File: src/rtl/ps2_scan_rx.sv
// ps2_scan_rx: PS/2 keyboard receiver.
// Synchronizes and deglitches the raw PS/2 lines and deframes 11-bit frames
// (start, 8 data LSB first, odd parity, stop). It folds the 0xE0 and 0xF0
// prefixes into the is_ext and is_break flags that accompany the next code byte.
// Optional feature: define PS2_PARITY_CHECK_EN to reject frames with bad parity.
//
// Handshake: scan_valid is a one-cycle strobe with no ready. scan_code,
// is_break and is_ext are meaningful in the strobe cycle and hold until the
// next strobe. frame_err is a one-cycle strobe and never coincides with
// scan_valid.
`timescale 1ns/1ps

module ps2_scan_rx #(
    parameter int FILTER_LEN  = 8,
    parameter int TIMEOUT_CYC = 100000
) (
    input  logic       board_clk,
    input  logic       reset,
    input  logic       ps2_clk,
    input  logic       ps2_data,
    output logic [7:0] scan_code,
    output logic       scan_valid,
    output logic       is_break,
    output logic       is_ext,
    output logic       frame_err,
    output logic [1:0] dbg_state
);

    localparam int FW = $clog2(FILTER_LEN + 1);
    localparam int TW = $clog2(TIMEOUT_CYC + 1);

    typedef enum logic [1:0] {
        IDLE   = 2'd0,
        DATA   = 2'd1,
        PARITY = 2'd2,
        STOP   = 2'd3
    } state_t;

    state_t        state;
    state_t        state_nxt;

    logic          clk_meta;
    logic          clk_s;
    logic          data_meta;
    logic          data_s;
    logic          filt_clk;
    logic [FW-1:0] filt_cnt;
    logic          sample_ev;

    logic [TW-1:0] timer;
    logic          timeout;

    logic [7:0]    shift;
    logic [2:0]    bit_cnt;
`ifdef PS2_PARITY_CHECK_EN
    logic          parity_bit;
    logic          parity_ok;
`endif

    logic          stop_ev;
    logic          frame_bad;
    logic          byte_good;
    logic          err_now;
    logic          brk_flag;
    logic          ext_flag;

    assign dbg_state = state;

    // Two-flop synchronizers on both raw lines. They reset to the idle-high bus level.
    always_ff @(posedge board_clk) begin
        if (reset) begin
            clk_meta  <= 1'b1;
            clk_s     <= 1'b1;
            data_meta <= 1'b1;
            data_s    <= 1'b1;
        end else begin
            clk_meta  <= ps2_clk;
            clk_s     <= clk_meta;
            data_meta <= ps2_data;
            data_s    <= data_meta;
        end
    end

    // Deglitch filter: the filtered clock flips on the FILTER_LEN-th consecutive
    // sample that differs from it. Any sample equal to it restarts the count.
    always_ff @(posedge board_clk) begin
        if (reset) begin
            filt_clk <= 1'b1;
            filt_cnt <= '0;
        end else if (clk_s == filt_clk) begin
            filt_cnt <= '0;
        end else if (filt_cnt == FW'(FILTER_LEN - 1)) begin
            filt_clk <= clk_s;
            filt_cnt <= '0;
        end else begin
            filt_cnt <= filt_cnt + 1'b1;
        end
    end

    // The sample event is the cycle in which the filtered clock is about to fall.
    // data_s is sampled in that same cycle.
    assign sample_ev = filt_clk && !clk_s && (filt_cnt == FW'(FILTER_LEN - 1));

    // Inter-edge watchdog. It runs only inside a frame and restarts on every sample event.
    always_ff @(posedge board_clk) begin
        if (reset) begin
            timer <= '0;
        end else if (state == IDLE || sample_ev || timeout) begin
            timer <= '0;
        end else begin
            timer <= timer + 1'b1;
        end
    end

    assign timeout = (state != IDLE) && !sample_ev && (timer == TW'(TIMEOUT_CYC - 1));

    // FSM state register
    always_ff @(posedge board_clk) begin
        if (reset) state <= IDLE;
        else       state <= state_nxt;
    end

    // FSM next-state logic
    always_comb begin
        state_nxt = state;
        if (timeout) begin
            state_nxt = IDLE;
        end else if (sample_ev) begin
            case (state)
                IDLE:    if (!data_s) state_nxt = DATA;
                DATA:    if (bit_cnt == 3'd7) state_nxt = PARITY;
                PARITY:  state_nxt = STOP;
                STOP:    state_nxt = IDLE;
                default: state_nxt = IDLE;
            endcase
        end
    end

    // FSM output decode: classify the byte that is finishing on the stop sample.
    always_comb begin
        stop_ev   = sample_ev && (state == STOP);
`ifdef PS2_PARITY_CHECK_EN
        parity_ok = ^{shift, parity_bit};
        frame_bad = stop_ev && (!data_s || !parity_ok);
`else
        frame_bad = stop_ev && !data_s;
`endif
        byte_good = stop_ev && !frame_bad;
        err_now   = timeout || frame_bad;
    end

    // Bit shifter: LSB first into the top of the register. A timeout discards the partial byte.
    always_ff @(posedge board_clk) begin
        if (reset) begin
            shift      <= '0;
            bit_cnt    <= '0;
`ifdef PS2_PARITY_CHECK_EN
            parity_bit <= 1'b0;
`endif
        end else if (timeout) begin
            shift   <= '0;
            bit_cnt <= '0;
        end else if (sample_ev) begin
            case (state)
                IDLE: bit_cnt <= '0;
                DATA: begin
                    shift   <= {data_s, shift[7:1]};
                    bit_cnt <= bit_cnt + 1'b1;
                end
`ifdef PS2_PARITY_CHECK_EN
                PARITY: parity_bit <= data_s;
`endif
                default: ;
            endcase
        end
    end

    // Prefix tracking and registered output strobes. They appear the cycle after the stop sample.
    always_ff @(posedge board_clk) begin
        if (reset) begin
            scan_code  <= 8'h00;
            scan_valid <= 1'b0;
            is_break   <= 1'b0;
            is_ext     <= 1'b0;
            frame_err  <= 1'b0;
            brk_flag   <= 1'b0;
            ext_flag   <= 1'b0;
        end else begin
            scan_valid <= 1'b0;
            frame_err  <= 1'b0;
            if (err_now) begin
                frame_err <= 1'b1;
                brk_flag  <= 1'b0;
                ext_flag  <= 1'b0;
            end else if (byte_good) begin
                if (shift == 8'hE0) begin
                    ext_flag <= 1'b1;
                end else if (shift == 8'hF0) begin
                    brk_flag <= 1'b1;
                end else begin
                    scan_code  <= shift;
                    is_break   <= brk_flag;
                    is_ext     <= ext_flag;
                    scan_valid <= 1'b1;
                    brk_flag   <= 1'b0;
                    ext_flag   <= 1'b0;
                end
            end
        end
    end

endmodule
File: config.mk
export PLATFORM = sky130hd
export DESIGN_NAME = ps2_scan_rx
export DESIGN_NICKNAME = d
export VERILOG_FILES = /design/src/rtl/ps2_scan_rx.sv
export SDC_FILE = /design/constraint.sdc
export NUM_CORES = 1
export LEC_CHECK = 0
export CORE_MARGIN = 8
export CORE_UTILIZATION = 45
export DETAILED_ROUTE_END_ITERATION = 8
export PLACE_DENSITY = 0.66
export SETUP_SLACK_MARGIN = 0.2
export SYNTH_ARGS = -nofsm -noshare
export SYNTH_HDL_FRONTEND = slang
export SYNTH_SLANG_ARGS = --single-unit
File: constraint.sdc
create_clock -name board_clk -period 2.7 [get_ports board_clk]
set_clock_uncertainty 0.2 [all_clocks]
set_input_delay 0.27 -clock board_clk [delete_from_list [all_inputs] [get_ports board_clk]]
set_output_delay 0.27 -clock board_clk [all_outputs]
set_load 0.03 [all_outputs]
* Yosys cells after proc, flatten, opt, wreduce, memory -nomap -nowiden
Index checks and enable logic that the tools add are counted.
Word-level totals: flip-flop bits (word level) 53, bits of input ports 4, output and inout port bits 14
Operators by class: add/sub/neg operators 3, equal/unequal tests 12, multiplexer cells 9, bitwise operators 5, reduce and logical (&&, ||, !) cells 29
Operator list (count):
- adder 17 x 1 -> 17 bit (second input constant) | 1
- == test 17 bit (second input constant) | 1
- == test 8 bit (second input constant) | 2
- AND reduction 2 bit | 5
- case mux 2 bit (4 select lines) | 1
- logical AND 1 bit | 7
- != test 2 bit (second input constant) | 3
- case mux 3 bit (2 select lines) | 1
- OR reduction 2 bit | 3
- two-way mux 1 bit | 5
- inverter 1 bit | 5
- adder 4 x 1 -> 4 bit (second input constant) | 1
- == test 2 bit (second input constant) | 2
- == test 4 x 3 -> 1 bit (second input constant) | 1
- zero test 1 bit | 4
- two-way mux 2 bit | 2
- AND reduction 4 bit | 1
- nonzero test 2 bit | 2
- OR reduction 4 bit | 1
- adder 3 x 1 -> 3 bit (second input constant) | 1
- == test 3 bit (second input constant) | 1
- logical OR 1 bit | 3
- AND reduction 3 bit | 1
- OR reduction 3 bit | 1
- 3 further kinds | 3

* Longest topological paths before layout
Gate-level depths: netlist of run 1.
word-level depth 9, depth in mapped cells 9, gate-level depth less buffers 6

* Least setup slack after synthesis of run 1
Ideal clock, no wire load.
path type register -> register, from reg state[0] (netlist: dbg_state[0]), to reg bit_cnt[1], arrival 1.673 ns, data required time 2.384 ns, slack 0.711 ns, cell stages (with the launch flop) 6, path through dfxtp_1 -> inv_1 -> ha_1 -> o41ai_4 -> buf_6 -> nor2_1
On the way: longest elaborated chain between the ends 4
Ends and longest elaborated chain:
- from (decl) | RTL line 39 | state_t state;
- from (signal assigned) | RTL line 120 | else state <= state_nxt;
- nonzero test 2 bit | RTL line 115 | assign timeout = (state != IDLE) && !sample_ev && (timer == TW'(TIMEOUT_CYC - 1));
- logical AND 1 bit (2 in a row) | RTL line 115
- OR reduction 2 bit (no line)
- to (signal assigned) | RTL line 168 | bit_cnt <= bit_cnt + 1'b1;
- to (decl) | RTL line 54 | logic [2:0] bit_cnt;
Parallel ways exist; a longest one is shown, timed or not. A chain may end at the register's enable or synchronous reset.

* Worst setup path in the final report of run 1
from reg filt_cnt[0], to reg scan_code[1]
On the way: longest elaborated chain between the ends 8
Ends and longest elaborated chain:
- from (decl) | RTL line 47 | logic [FW-1:0] filt_cnt;
- from (signal assigned) | RTL line 96 | filt_cnt <= filt_cnt + 1'b1;
- == test 4 x 3 -> 1 bit * | RTL line 102 | assign sample_ev = filt_clk && !clk_s && (filt_cnt == FW'(FILTER_LEN - 1));
- logical AND 1 bit * | RTL line 102
- zero test 1 bit | RTL line 115
- logical AND 1 bit (2 in a row) | RTL line 115
- logical OR 1 bit | RTL line 149 | err_now = timeout || frame_bad;
- inverter 1 bit (no line)
- AND reduction 4 bit (no line) *
- to (signal assigned) | RTL line 201 | scan_code <= shift;
- to (decl) | RTL line 21 | output logic [7:0] scan_code,
Every way passes the cells marked *; elsewhere a longest branch is shown, timed or not.

==> results.json, run 1 <==
{
  "outcome": "finished, final reports clean",
  "grt_pass1_vias": 1708,
  "required_ns": 2.74,
  "post-dp-hpwl_mm": 3.002,
  "start_kind": "flip-flop",
  "drt-vias-per-instance": 5.069,
  "worst_setup_path_end_kind": "flip-flop",
  "drv_slew": 0,
  "slowest_delay_ns": 0.62,
  "clock_tree.root_cell": "clkbuf_8",
  "timing.rr.start": "filt_cnt[0]",
  "synth_cell_types": 40,
  "coreArea_mm2": 0.005010,
  "fin_crit_ns": 2.300,
  "setup_viol": 0,
  "rsz0062_at_grt": "false",
  "hold_violations": 0,
  "cellPowerDensity_mw_per_mm2": 483.3,
  "dp_slack_ns": 0.4050,
  "antenna_found_initial": 0,
  "cts-resized-gates": 0,
  "power_frac_clock": 0.352,
  "grt_overflow": 0,
  "routabilityCongestion": 0.8149,
  "nets": 277,
  "p_seq_frac": 0.628,
  "synth_seq_cells": 53,
  "fillers": 498,
  "route.detailed.drc": 0,
  "die_w_um": 87.57,
  "antenna_left": 0,
  "synth_ff_type": "dfxtp_1",
  "worstPathArrival_ns": 2.34,
  "grt_max_degree": 23,
  "postCtsSetupBuffers": 0,
  "min_from": "clk_meta",
  "synth_top_cell_by_area": "dfxtp_1",
  "drv_cap": 0,
  "slowest_stage": "and4b_1",
  "synth_edf_count": 0,
  "syn_nets": 262,
  "ys_async_sr_fraction": 0,
  "crit_type": "flip-flop to flip-flop",
  "p_switching_mw": 0.2713,
  "grt_pass1_wl_mm": 7.465,
  "setup_tns_ns": 0,
  "power_mw": 1.251,
  "n_antenna_cell": 0,
  "worst_slack_ns": 0.4002,
  "internal_power_mw": 0.9793,
  "crit_fanout": 17,
  "holdBufCountCts": 0,
  "clk_pin_slew_ns": 0.09,
  "num_vias": 1693,
  "slew_headroom": 0.5668,
  "first_pass_iters": 4,
  "io_buffers": 17,
  "cts_tree": "built",
  "fmax_mhz": 434.8,
  "synth_area_leaders": "dfxtp_1 (46%), nand2_1 (5.7%), ha_1 (5.4%)",
  "cellLeakagePower_nw": 0.8594,
  "syn2layout_area_growth_pct": 12.27,
  "synth_top_area_share": 0.4604,
  "cts-buffers-inserted": 5,
  "drtIter0Drc": 57,
  "cts_buffer_depth": 2,
  "drive_above_1_share": 0.1098,
  "die_y_um": 87.57,
  "row_count": 26,
  "worstPathCellList": "ha_1 > and4b_1 > and2_4 > and3_4 > mux2i_1",
  "combPwrFrac": 0.019,
  "netlist_area_mm2": 0.002305,
  "worst_pin_slew_ns": 0.6498,
  "clock_sinks": 53,
  "synth.most_common_cell": "dfxtp_1",
  "wirelength_mm": 4.162,
  "peakVddDrop_uv": 281.7,
  "ys.warnings.count": 0,
  "p_sw_frac": 0.2170,
  "initial_core_util": 0.4600,
  "startpoint": "filt_cnt[0]",
  "syn_area_per_cell_um2": 9.293,
  "netlist_top_cells_count": "dfxtp_1 (53), nand2_1 (35), nor2_1 (24)",
  "yosysSeqAreaShare": 0.4604,
  "routedWlPerCell_um": 12.46,
  "reg2reg_slack_ns": 0.40,
  "die_area_mm2": 0.007668,
  "hold_class": "flip-flop to flip-flop",
  "h-tree-depth": 2,
  "synth_cells": 248,
  "grt_use_total": 0.1227,
  "final.period_utilization": 0.8518,
  "cp.buffers_inverters": 0,
  "ioPinCount": 18,
  "crit_family": "simple AND/OR/NAND/NOR gates",
  "clock_latency_ns": 0.31
}
[through the flow]
stage	hold slack [ns]	cells	utilization	area, um^2
after detailed placement	0.1979	326	0.4993	2501
after global routing	0.2334	334	0.5165	2587
after global placement	0.1948	326	0.4993	2501
after CTS	0.2232	334	0.5165	2587
final	0.2213	334	0.5165	2587
after floorplan	0.1738	248	-	2305
[power by group through the flow]
stage	Clock, mW	Sequential (mW)	Combinational, mW
final	0.440	0.786	0.0241
after global routing	0.481	0.787	0.0270
after CTS	0.451	0.786	0.0245
after detailed placement	0	0.804	0.0244
after global placement	0	0.804	0.0242
after floorplan	0	0.804	0.0168
[routing by layer]
metal,vias to the layer above,global-route usage,part of all wire
met4,2,0.04531,0.017
met1,782,0.1405,0.48
li1,877,-,-
met5,-,0,0.0019
met3,8,0.04315,0.041
met2,24,0.2052,0.46
[area by class of cell]
type                            instances  area, um^2  share of cell area
Inverter                                9       33.78             0.01306
Clock buffer                            6       72.57             0.02805
Tap cell                               70       87.58             0.03385
Multi-Input combinational cell        175        1134              0.4381
Clock inverter                          2       13.76            0.005319
Sequential cell                        53        1061              0.4101
Timing Repair Buffer                   19       185.2             0.07157
[logic make-up (layout without fill, tap and decap cells)]
group	after synthesis	after routing	synth area share
simple gates	116	116	0.2541
flops	53	53	0.4604
xor+xnor	17	17	0.06460
compound gates	23	23	0.07981
fa+ha+maj	10	10	0.05429
mux	9	9	0.03909
buf+inv	20	36	0.04777
[flip-flops by register name, indices dropped and copies added (netlist names)]
signal / cells
timer: 17
scan_code: 8
shift: 8
filt_cnt: 4
bit_cnt: 3
dbg_state: 2
brk_flag: 1
clk_meta: 1
clk_s: 1
data_meta: 1
data_s: 1
ext_flag: 1
filt_clk: 1
frame_err: 1
is_break: 1
is_ext: 1
scan_valid: 1
[worst paths after layout]
path / cells after the start / to
setup / recovery: 5 / scan_code[1]
hold / removal: 1 / clk_s
setup reg to reg: 5 / scan_code[1]
hold reg to reg: 1 / clk_s
[placed cells by master (no fill, tap or decap), types with 2 or more instances in the layout]
cell type and instances:
o21ai_1 2, buf_4 2, nand4_1 7, nor3_1 10
a32oi_1 2, ha_1 10, mux2i_1 9, clkbuf_8 5
nand3_1 15, nor2_1 24, dfxtp_1 53, clkdlybuf4s50_1 17
and4b_1 2, or2_2 5, o21ai_0 2, nand2_1 35
nor4_1 5, xnor2_1 12, inv_1 9, or4_1 2
a21oi_1 5, xor2_1 5, a21oi_2 7
Power figures use the tool's default switching activity.
==> run 2: changes to the inputs <==
--- a/config.mk
+++ b/config.mk
@@ -9,7 +9,6 @@
 export CORE_UTILIZATION = 45
 export DETAILED_ROUTE_END_ITERATION = 8
 export PLACE_DENSITY = 0.66
-export SETUP_SLACK_MARGIN = 0.2
 export SYNTH_ARGS = -nofsm -noshare
 export SYNTH_HDL_FRONTEND = slang
 export SYNTH_SLANG_ARGS = --single-unit
==> results of run 2 <==
No change in the layout: final DEF, timing and power equal those of run 1.
